--- config.mk ---
export PLATFORM = sky130hd
export DESIGN_NAME = axi_lite_wr_slave_flat
export DESIGN_NICKNAME = d
export VERILOG_FILES = /design/src/rtl/axi_lite_wr_slave_pkg.sv /design/src/rtl/axi_lite_wr_slave_if.sv /design/src/rtl/axi_lite_wr_slave_chan_reg.sv /design/src/rtl/axi_lite_wr_slave.sv /design/src/flat_wrapper.sv
export SDC_FILE = /design/constraint.sdc
export NUM_CORES = 1
export LEC_CHECK = 0
export CORE_MARGIN = 4
export CORE_UTILIZATION = 45
export CTS_CLUSTER_SIZE = 40
export DETAILED_ROUTE_END_ITERATION = 8
export PLACE_DENSITY_LB_ADDON = 0.08
export SYNTH_ARGS = -nofsm -noshare
export SYNTH_HDL_FRONTEND = slang
export SYNTH_SLANG_ARGS = --single-unit
--- constraint.sdc ---
create_clock -name s_axi_aclk -period 2.9 [get_ports s_axi_aclk]
set_input_delay 0.435 -clock s_axi_aclk [delete_from_list [all_inputs] [get_ports s_axi_aclk]]
set_output_delay 0.435 -clock s_axi_aclk [all_outputs]
set_load 0.005 [all_outputs]
--- src/rtl/axi_lite_wr_slave_pkg.sv ---
// -----------------------------------------------------------------------------
// axi_lite_pkg
// Shared definitions for the AXI4-Lite write and read slaves:
//   - response codes placed on BRESP / RRESP
//   - write-response channel state type
//   - reset_word(): power-on contents of every memory word (index * 5)
// No ports (package).
// -----------------------------------------------------------------------------
package axi_lite_pkg;

  localparam logic [1:0] RESP_OKAY   = 2'b00;
  localparam logic [1:0] RESP_SLVERR = 2'b10;
  localparam logic [1:0] RESP_DECERR = 2'b11;

  // Write-response channel: idle (accepting AW/W) or presenting a response.
  typedef enum logic {
    ST_IDLE = 1'b0,
    ST_RESP = 1'b1
  } b_state_e;

  // Reset contents of memory word idx. The read slave uses the same map.
  function automatic logic [31:0] reset_word(input int idx);
    return 32'(idx) * 32'd5;
  endfunction

endpackage

--- src/rtl/axi_lite_wr_slave_if.sv ---
// -----------------------------------------------------------------------------
// axi_lite_wr_slave_if
// AXI4-Lite write-side bus bundle (AW, W and B channels).
// Parameters: ADDR_W address width, DATA_W data width (multiple of 8).
// Modports:
//   slave  - receives AW/W, drives the ready signals and the B channel
//   master - drives AW/W and bready, receives the ready signals and B
// -----------------------------------------------------------------------------
interface axi_lite_wr_slave_if #(
  parameter int ADDR_W = 32,
  parameter int DATA_W = 32
) ();

  localparam int STRB_W = DATA_W / 8;

  logic              s_axi_awvalid;
  logic              s_axi_awready;
  logic [ADDR_W-1:0] s_axi_awaddr;
  logic              s_axi_wvalid;
  logic              s_axi_wready;
  logic [DATA_W-1:0] s_axi_wdata;
  logic [STRB_W-1:0] s_axi_wstrb;
  logic              s_axi_bvalid;
  logic              s_axi_bready;
  logic [1:0]        s_axi_bresp;

  modport slave (
    input  s_axi_awvalid, s_axi_awaddr,
    input  s_axi_wvalid, s_axi_wdata, s_axi_wstrb,
    input  s_axi_bready,
    output s_axi_awready, s_axi_wready,
    output s_axi_bvalid, s_axi_bresp
  );

  modport master (
    output s_axi_awvalid, s_axi_awaddr,
    output s_axi_wvalid, s_axi_wdata, s_axi_wstrb,
    output s_axi_bready,
    input  s_axi_awready, s_axi_wready,
    input  s_axi_bvalid, s_axi_bresp
  );

endinterface

--- src/rtl/axi_lite_wr_slave_chan_reg.sv ---
// -----------------------------------------------------------------------------
// axi_lite_chan_reg
// One-entry holding register for an AXI valid/ready channel.
// Ports:
//   i_clk, i_rst_n  clock and asynchronous active-low reset
//   i_valid         channel valid from the master
//   i_data          channel payload, captured on handshake
//   i_clr           empties the entry (consumer has used it)
//   i_hold_nxt      keep ready low next cycle regardless of the full flag
//   o_ready         registered ready; depends only on next-state, never on
//                   i_valid/i_data directly
//   o_full          entry holds a captured payload
//   o_data          captured payload
// -----------------------------------------------------------------------------
module axi_lite_chan_reg
  import axi_lite_pkg::*;
#(
  parameter int W = 32
) (
  input  logic         i_clk,
  input  logic         i_rst_n,
  input  logic         i_valid,
  input  logic [W-1:0] i_data,
  input  logic         i_clr,
  input  logic         i_hold_nxt,
  output logic         o_ready,
  output logic         o_full,
  output logic [W-1:0] o_data
);

  logic         w_hs;
  logic         w_full_nxt;
  logic         r_full;
  logic         r_ready;
  logic [W-1:0] r_data;

  // Handshake detection and next value of the full flag.
  always_comb begin
    w_hs       = i_valid && r_ready;
    w_full_nxt = r_full;
    if (i_clr) begin
      w_full_nxt = 1'b0;
    end else if (w_hs) begin
      w_full_nxt = 1'b1;
    end else begin
      w_full_nxt = r_full;
    end
  end

  // Entry state; ready is derived from the next state so it drops on the
  // very edge that fills the entry and a second capture cannot happen.
  always_ff @(posedge i_clk or negedge i_rst_n) begin
    if (!i_rst_n) begin
      r_full  <= 1'b0;
      r_ready <= 1'b0;
      r_data  <= {W{1'b0}};
    end else begin
      r_full  <= w_full_nxt;
      r_ready <= !w_full_nxt && !i_hold_nxt;
      if (w_hs) begin
        r_data <= i_data;
      end
    end
  end

  assign o_ready = r_ready;
  assign o_full  = r_full;
  assign o_data  = r_data;

endmodule

--- src/rtl/axi_lite_wr_slave.sv ---
// -----------------------------------------------------------------------------
// axi_lite_wr_slave
// AXI4-Lite write slave terminating writes into a word-addressed register
// memory with byte strobes. One transaction outstanding at a time.
// Parameters: DATA_W data width, ADDR_W address width, DEPTH memory words.
// Ports:
//   s_axi_aclk      clock, rising edge
//   s_axi_aresetn   asynchronous active-low reset
//   s_axi           AW/W/B bus (slave modport)
//   dbg_addr        debug read index
//   dbg_data        mem[dbg_addr], combinational
//   wr_count        number of committed in-range writes (wraps at 16 bits)
// -----------------------------------------------------------------------------
module axi_lite_wr_slave
  import axi_lite_pkg::*;
#(
  parameter int DATA_W = 32,
  parameter int ADDR_W = 32,
  parameter int DEPTH  = 16
) (
  input  logic                     s_axi_aclk,
  input  logic                     s_axi_aresetn,
  axi_lite_wr_slave_if.slave       s_axi,
  input  logic [$clog2(DEPTH)-1:0] dbg_addr,
  output logic [DATA_W-1:0]        dbg_data,
  output logic [15:0]              wr_count
);

  localparam int STRB_W = DATA_W / 8;
  localparam int IDX_W  = $clog2(DEPTH);

  b_state_e           r_state;
  b_state_e           w_state_nxt;
  logic               w_commit;
  logic               w_hold_nxt;
  logic               w_in_range;
  logic [IDX_W-1:0]   w_idx;

  logic               w_aw_ready;
  logic               w_aw_full;
  logic [ADDR_W-1:0]  w_aw_addr;
  logic               w_w_ready;
  logic               w_w_full;
  logic [DATA_W+STRB_W-1:0] w_w_bundle;
  logic [DATA_W-1:0]  w_wdata;
  logic [STRB_W-1:0]  w_wstrb;

  logic               r_bvalid;
  logic [1:0]         r_bresp;
  logic [15:0]        r_wr_count;
  logic [DATA_W-1:0]  r_mem [DEPTH];

  // Both channel entries are held closed while a response is pending next
  // cycle, so nothing new is accepted until the B handshake completes.
  axi_lite_chan_reg #(.W(ADDR_W)) u_aw_reg (
    .i_clk      (s_axi_aclk),
    .i_rst_n    (s_axi_aresetn),
    .i_valid    (s_axi.s_axi_awvalid),
    .i_data     (s_axi.s_axi_awaddr),
    .i_clr      (w_commit),
    .i_hold_nxt (w_hold_nxt),
    .o_ready    (w_aw_ready),
    .o_full     (w_aw_full),
    .o_data     (w_aw_addr)
  );

  axi_lite_chan_reg #(.W(DATA_W + STRB_W)) u_w_reg (
    .i_clk      (s_axi_aclk),
    .i_rst_n    (s_axi_aresetn),
    .i_valid    (s_axi.s_axi_wvalid),
    .i_data     ({s_axi.s_axi_wstrb, s_axi.s_axi_wdata}),
    .i_clr      (w_commit),
    .i_hold_nxt (w_hold_nxt),
    .o_ready    (w_w_ready),
    .o_full     (w_w_full),
    .o_data     (w_w_bundle)
  );

  assign w_wdata    = w_w_bundle[DATA_W-1:0];
  assign w_wstrb    = w_w_bundle[DATA_W+STRB_W-1:DATA_W];
  assign w_in_range = (w_aw_addr < ADDR_W'(DEPTH));
  assign w_idx      = w_aw_addr[IDX_W-1:0];

  // Response FSM next state: commit when both entries are full, leave the
  // response state once bready is sampled high.
  always_comb begin
    w_state_nxt = r_state;
    w_commit    = 1'b0;
    case (r_state)
      ST_IDLE: begin
        if (w_aw_full && w_w_full) begin
          w_commit    = 1'b1;
          w_state_nxt = ST_RESP;
        end else begin
          w_state_nxt = ST_IDLE;
        end
      end
      ST_RESP: begin
        if (s_axi.s_axi_bready) begin
          w_state_nxt = ST_IDLE;
        end else begin
          w_state_nxt = ST_RESP;
        end
      end
      default: begin
        w_state_nxt = ST_IDLE;
      end
    endcase
    w_hold_nxt = (w_state_nxt == ST_RESP);
  end

  // Response FSM state and registered B-channel outputs.
  always_ff @(posedge s_axi_aclk or negedge s_axi_aresetn) begin
    if (!s_axi_aresetn) begin
      r_state  <= ST_IDLE;
      r_bvalid <= 1'b0;
      r_bresp  <= RESP_OKAY;
    end else begin
      r_state  <= w_state_nxt;
      r_bvalid <= (w_state_nxt == ST_RESP);
      if (w_commit) begin
        r_bresp <= w_in_range ? RESP_OKAY : RESP_DECERR;
      end else if (r_bvalid && s_axi.s_axi_bready) begin
        r_bresp <= RESP_OKAY;
      end
    end
  end

  // Committed-write counter; only in-range writes count.
  always_ff @(posedge s_axi_aclk or negedge s_axi_aresetn) begin
    if (!s_axi_aresetn) begin
      r_wr_count <= 16'd0;
    end else if (w_commit && w_in_range) begin
      r_wr_count <= r_wr_count + 16'd1;
    end
  end

  // Register memory: reset image plus byte-strobed writes on commit.
  always_ff @(posedge s_axi_aclk or negedge s_axi_aresetn) begin
    if (!s_axi_aresetn) begin
      for (int i = 0; i < DEPTH; i++) begin
        r_mem[i] <= DATA_W'(reset_word(i));
      end
    end else if (w_commit && w_in_range) begin
      for (int b = 0; b < STRB_W; b++) begin
        if (w_wstrb[b]) begin
          r_mem[w_idx][8*b +: 8] <= w_wdata[8*b +: 8];
        end
      end
    end
  end

  assign s_axi.s_axi_awready = w_aw_ready;
  assign s_axi.s_axi_wready  = w_w_ready;
  assign s_axi.s_axi_bvalid  = r_bvalid;
  assign s_axi.s_axi_bresp   = r_bresp;
  assign dbg_data            = r_mem[dbg_addr];
  assign wr_count            = r_wr_count;

endmodule

--- src/flat_wrapper.sv ---
// flat-port wrapper written by rule: the top's interface ports become plain ports
module axi_lite_wr_slave_flat import axi_lite_pkg::*;
#(
  parameter int DATA_W = 32,
  parameter int ADDR_W = 32,
  parameter int DEPTH  = 16
)
  (s_axi_aclk, s_axi_aresetn, dbg_addr, dbg_data, wr_count, s_axi_s_axi_awvalid, s_axi_s_axi_awaddr, s_axi_s_axi_wvalid, s_axi_s_axi_wdata, s_axi_s_axi_wstrb, s_axi_s_axi_bready, s_axi_s_axi_awready, s_axi_s_axi_wready, s_axi_s_axi_bvalid, s_axi_s_axi_bresp);
  axi_lite_wr_slave_if #(.ADDR_W(ADDR_W), .DATA_W(DATA_W)) s_axi_i ();
  input  logic s_axi_aclk;
  input  logic s_axi_aresetn;
  input  logic [$clog2(DEPTH)-1:0] dbg_addr;
  output logic [DATA_W-1:0] dbg_data;
  output logic [15:0] wr_count;
  input wire logic [$bits(s_axi_i.s_axi_awvalid)-1:0] s_axi_s_axi_awvalid;
  input wire logic [$bits(s_axi_i.s_axi_awaddr)-1:0] s_axi_s_axi_awaddr;
  input wire logic [$bits(s_axi_i.s_axi_wvalid)-1:0] s_axi_s_axi_wvalid;
  input wire logic [$bits(s_axi_i.s_axi_wdata)-1:0] s_axi_s_axi_wdata;
  input wire logic [$bits(s_axi_i.s_axi_wstrb)-1:0] s_axi_s_axi_wstrb;
  input wire logic [$bits(s_axi_i.s_axi_bready)-1:0] s_axi_s_axi_bready;
  output wire logic [$bits(s_axi_i.s_axi_awready)-1:0] s_axi_s_axi_awready;
  output wire logic [$bits(s_axi_i.s_axi_wready)-1:0] s_axi_s_axi_wready;
  output wire logic [$bits(s_axi_i.s_axi_bvalid)-1:0] s_axi_s_axi_bvalid;
  output wire logic [$bits(s_axi_i.s_axi_bresp)-1:0] s_axi_s_axi_bresp;
  assign s_axi_i.s_axi_awvalid = s_axi_s_axi_awvalid;
  assign s_axi_i.s_axi_awaddr = s_axi_s_axi_awaddr;
  assign s_axi_i.s_axi_wvalid = s_axi_s_axi_wvalid;
  assign s_axi_i.s_axi_wdata = s_axi_s_axi_wdata;
  assign s_axi_i.s_axi_wstrb = s_axi_s_axi_wstrb;
  assign s_axi_i.s_axi_bready = s_axi_s_axi_bready;
  assign s_axi_s_axi_awready = s_axi_i.s_axi_awready;
  assign s_axi_s_axi_wready = s_axi_i.s_axi_wready;
  assign s_axi_s_axi_bvalid = s_axi_i.s_axi_bvalid;
  assign s_axi_s_axi_bresp = s_axi_i.s_axi_bresp;
  axi_lite_wr_slave #(.DATA_W(DATA_W), .ADDR_W(ADDR_W), .DEPTH(DEPTH)) u_core (.s_axi_aclk(s_axi_aclk), .s_axi_aresetn(s_axi_aresetn), .s_axi(s_axi_i), .dbg_addr(dbg_addr), .dbg_data(dbg_data), .wr_count(wr_count));
endmodule
==> results.json <==
{
  "routed_wl_mm": 64.2,
  "grtUsageTotal": 0.207,
  "grt_pass1_vias": 16300,
  "final_nets": 1880,
  "clock_path_buffers": 3,
  "critPathBufInv": 1,
  "status": "finished clean",
  "synth_seq_area_share": 0.559,
  "hold_ws_ns": 0.453,
  "endpoint_kind": "output pin",
  "cts-buffers-inserted": 68,
  "yosysWarnings": 0,
  "clock_skew_ns": 0.0183,
  "dp_hpwl_mm": 39.1,
  "fp.dieH_um": 253,
  "final_max_slew_viol_count": 0,
  "ioPinCount": 130,
  "cts.clk_slew.worst_paths_ns": 0.06,
  "synth_cell_type_count": 32,
  "crit_family": "multiplexers",
  "final_common_cell": "dfrtp_1",
  "ir_worst_vdd_mv": 0.459,
  "drt_iter0_drc": 713,
  "critPathKind": "reg -> out",
  "cts_sinks": 602,
  "wl_per_cell_um": 24.5,
  "grt_max_degree": 80,
  "total_power_mw": 20.5,
  "synth_seq_cells": 602,
  "drt-vias-per-instance": 5.64,
  "slowest_stage": "mux4_2",
  "timing.final.crit_share": 0.974,
  "worstReg2RegStart": "u_core.u_aw_reg.o_data[31]",
  "via_count": 14800,
  "io_buffers": 129,
  "cp-startpoint": "u_core.r_mem[27]",
  "most-common-layout-cells": "dfrtp_1, mux2_2, mux4_2, mux2_1, clkdlybuf4s50_1",
  "required_ns": 2.47,
  "rows": 89,
  "drc_errors": 0,
  "drv_cap": 0,
  "drive_gt1_frac": 0.462,
  "gr-total-overflow": 0,
  "drt.antenna.violating_nets": 0,
  "hold_start": "s_axi_s_axi_bready",
  "start_kind": "flip-flop",
  "synth.cell_area_um2": 27100,
  "slowest_delay_ns": 0.49,
  "power_leakage_nw": 15.5,
  "period_needed_ns": 2.82,
  "die_x_um": 253,
  "htreeDepth": 3,
  "cts-root-buf": "clkbuf_16",
  "hp-class": "in -> reg",
  "rsz0062_at_grt": "false",
  "setup-tns-final_ns": 0,
  "initial_utilization": 0.457,
  "insertion_delay_ns": 0.59,
  "antenna_cells": 0,
  "coreArea_um2": 59200,
  "area_growth_pct": 19.1,
  "timing.final.hold_violations": 0,
  "drt_first_pass_iters": 4,
  "maxSlewHeadroom": 0.522,
  "die_area_um2": 64100,
  "gp_congestion": 0.766,
  "cts_tree": "yes",
  "cpMostUsedCell": "mux4_2",
  "critPathMaxFanout": 2,
  "worstMarginPinSlew_ns": 0.712,
  "setup_violations": 0,
  "antenna_found_initial": 1,
  "syn_inst": 1645,
  "worst_ep_arrival_time_ns": 2.39,
  "fmax_mhz": 354,
  "pwr_density_cell_nw_per_um2": 637,
  "syn_avg_cell_area_um2": 16.4,
  "syn-num-nets": 1723,
  "grt_pass1_wl_mm": 101,
  "worstPathCellList": "mux4_2, mux4_2, clkdlybuf4s50_1"
}
## where the power goes
part	switching, mW	leakage (nW)	total [mW]	internal [mW]
logic	0.767	6.32	1.67	0.899
clock network	3.35	1.12	8.57	5.22
registers	1.37	8.08	10.3	8.92
total	5.49	15.5	20.5	15.0
## layer usage
layer  wire length [um]  global-route usage
met1              28700               0.288
met2              31600               0.344
met3               2650              0.0384
met4               1340              0.0481
met5                  0                   0
## worst paths after layout
check	endpoint	slack, ns	depth (start not counted)
max reg2reg	u_core.r_mem[458]	0.39	7
min reg2reg	u_core.r_mem[145]	0.48	1
min in group asynchronous	u_core.u_w_reg.o_data[14]	0.46	2
min	u_core.s_axi.s_axi_bresp[0]	0.45	2
max in group asynchronous	u_core.r_mem[387]	1.55	3
max	dbg_data[27]	0.08	3
## stage by stage
| stage | std cells | worst slack (ns) | instance area (um^2) | utilization |
|---|---|---|---|---|
| after floorplan | 1645 | 0.451 | 27100 | - |
| after global placement | 2504 | 0.0120 | 30000 | 0.506 |
| after detailed placement | 2504 | 0.00485 | 30000 | 0.506 |
| after CTS | 2623 | 0.00368 | 32200 | 0.543 |
| after global routing | 2623 | 0.00155 | 32200 | 0.544 |
| final | 2623 | 0.0763 | 32200 | 0.544 |
## area by class of cell
type	instances	area [um^2]
fillers	4774	27000
flip-flops and latches	602	15100
multi-input cells	892	11100
repair buffers	237	2790
clock buffers	97	2030
well taps	773	967
clock inverters	21	211
inverters	1	3.75
## Yosys cell counts
library cell	count	area share
buf_1	5	0.00069
nor3_1	8	0.0015
mux4_2	160	0.13
ha_1	1	0.00046
xnor2_1	9	0.0029
inv_1	1	0.00014
buf_2	22	0.0041
clkbuf_1	60	0.0083
or2_2	1	0.00023
buf_4	53	0.015
and3_1	65	0.015
a21oi_1	2	0.00037
mux2_2	420	0.17
nand2b_1	4	0.00092
dfrtp_1	555	0.51
dfstp_2	47	0.046
and3b_1	1	0.00032
clkbuf_2	3	0.00055
a211oi_1	1	0.00028
and4_1	2	0.00065
mux2_1	160	0.067
nand2_1	14	0.0019
buf_6	7	0.0029
nor2_1	13	0.0018
nor2_2	1	0.00023
nor4_1	7	0.0016
nor4_2	4	0.0019
nand3_1	3	0.00055
xor2_1	6	0.0019
or2_1	1	0.00023
nand4_1	6	0.0014
nor2b_1	3	0.00069
## timing repair
| action | 4_1_cts | 5_1_grt |
|---|---|---|
| buffers inserted | 0 | 0 |
| resized for setup | 15 | 9 |
| hold buffers | 1 | 0 |
| hold endpoints to repair | 51 | 0 |
| endpoints found under the setup margin | 15 | 9 |
## sequential cells by signal, indices dropped and copies added, names as in the netlist
register,flops
u_core.r_mem,512
u_core.u_w_reg.o_data,36
u_core.u_aw_reg.o_data,32
u_core.wr_count,16
u_core.r_state,1
u_core.s_axi.s_axi_bresp,1
u_core.u_aw_reg.o_full,1
u_core.u_aw_reg.o_ready,1
u_core.u_w_reg.o_full,1
u_core.u_w_reg.o_ready,1
## kinds of logic after synthesis
kind of cell               synth area share
and+or+nand+nor                      0.0290
muxes                                 0.375
xor gates and xnor gates            0.00486
DFF                                   0.559
buffers and inverters                0.0314
AOI/OAI and AO/OA                  0.000648
adders and majority gates          0.000462
Note: power is estimated with default switching activity, not from simulation.
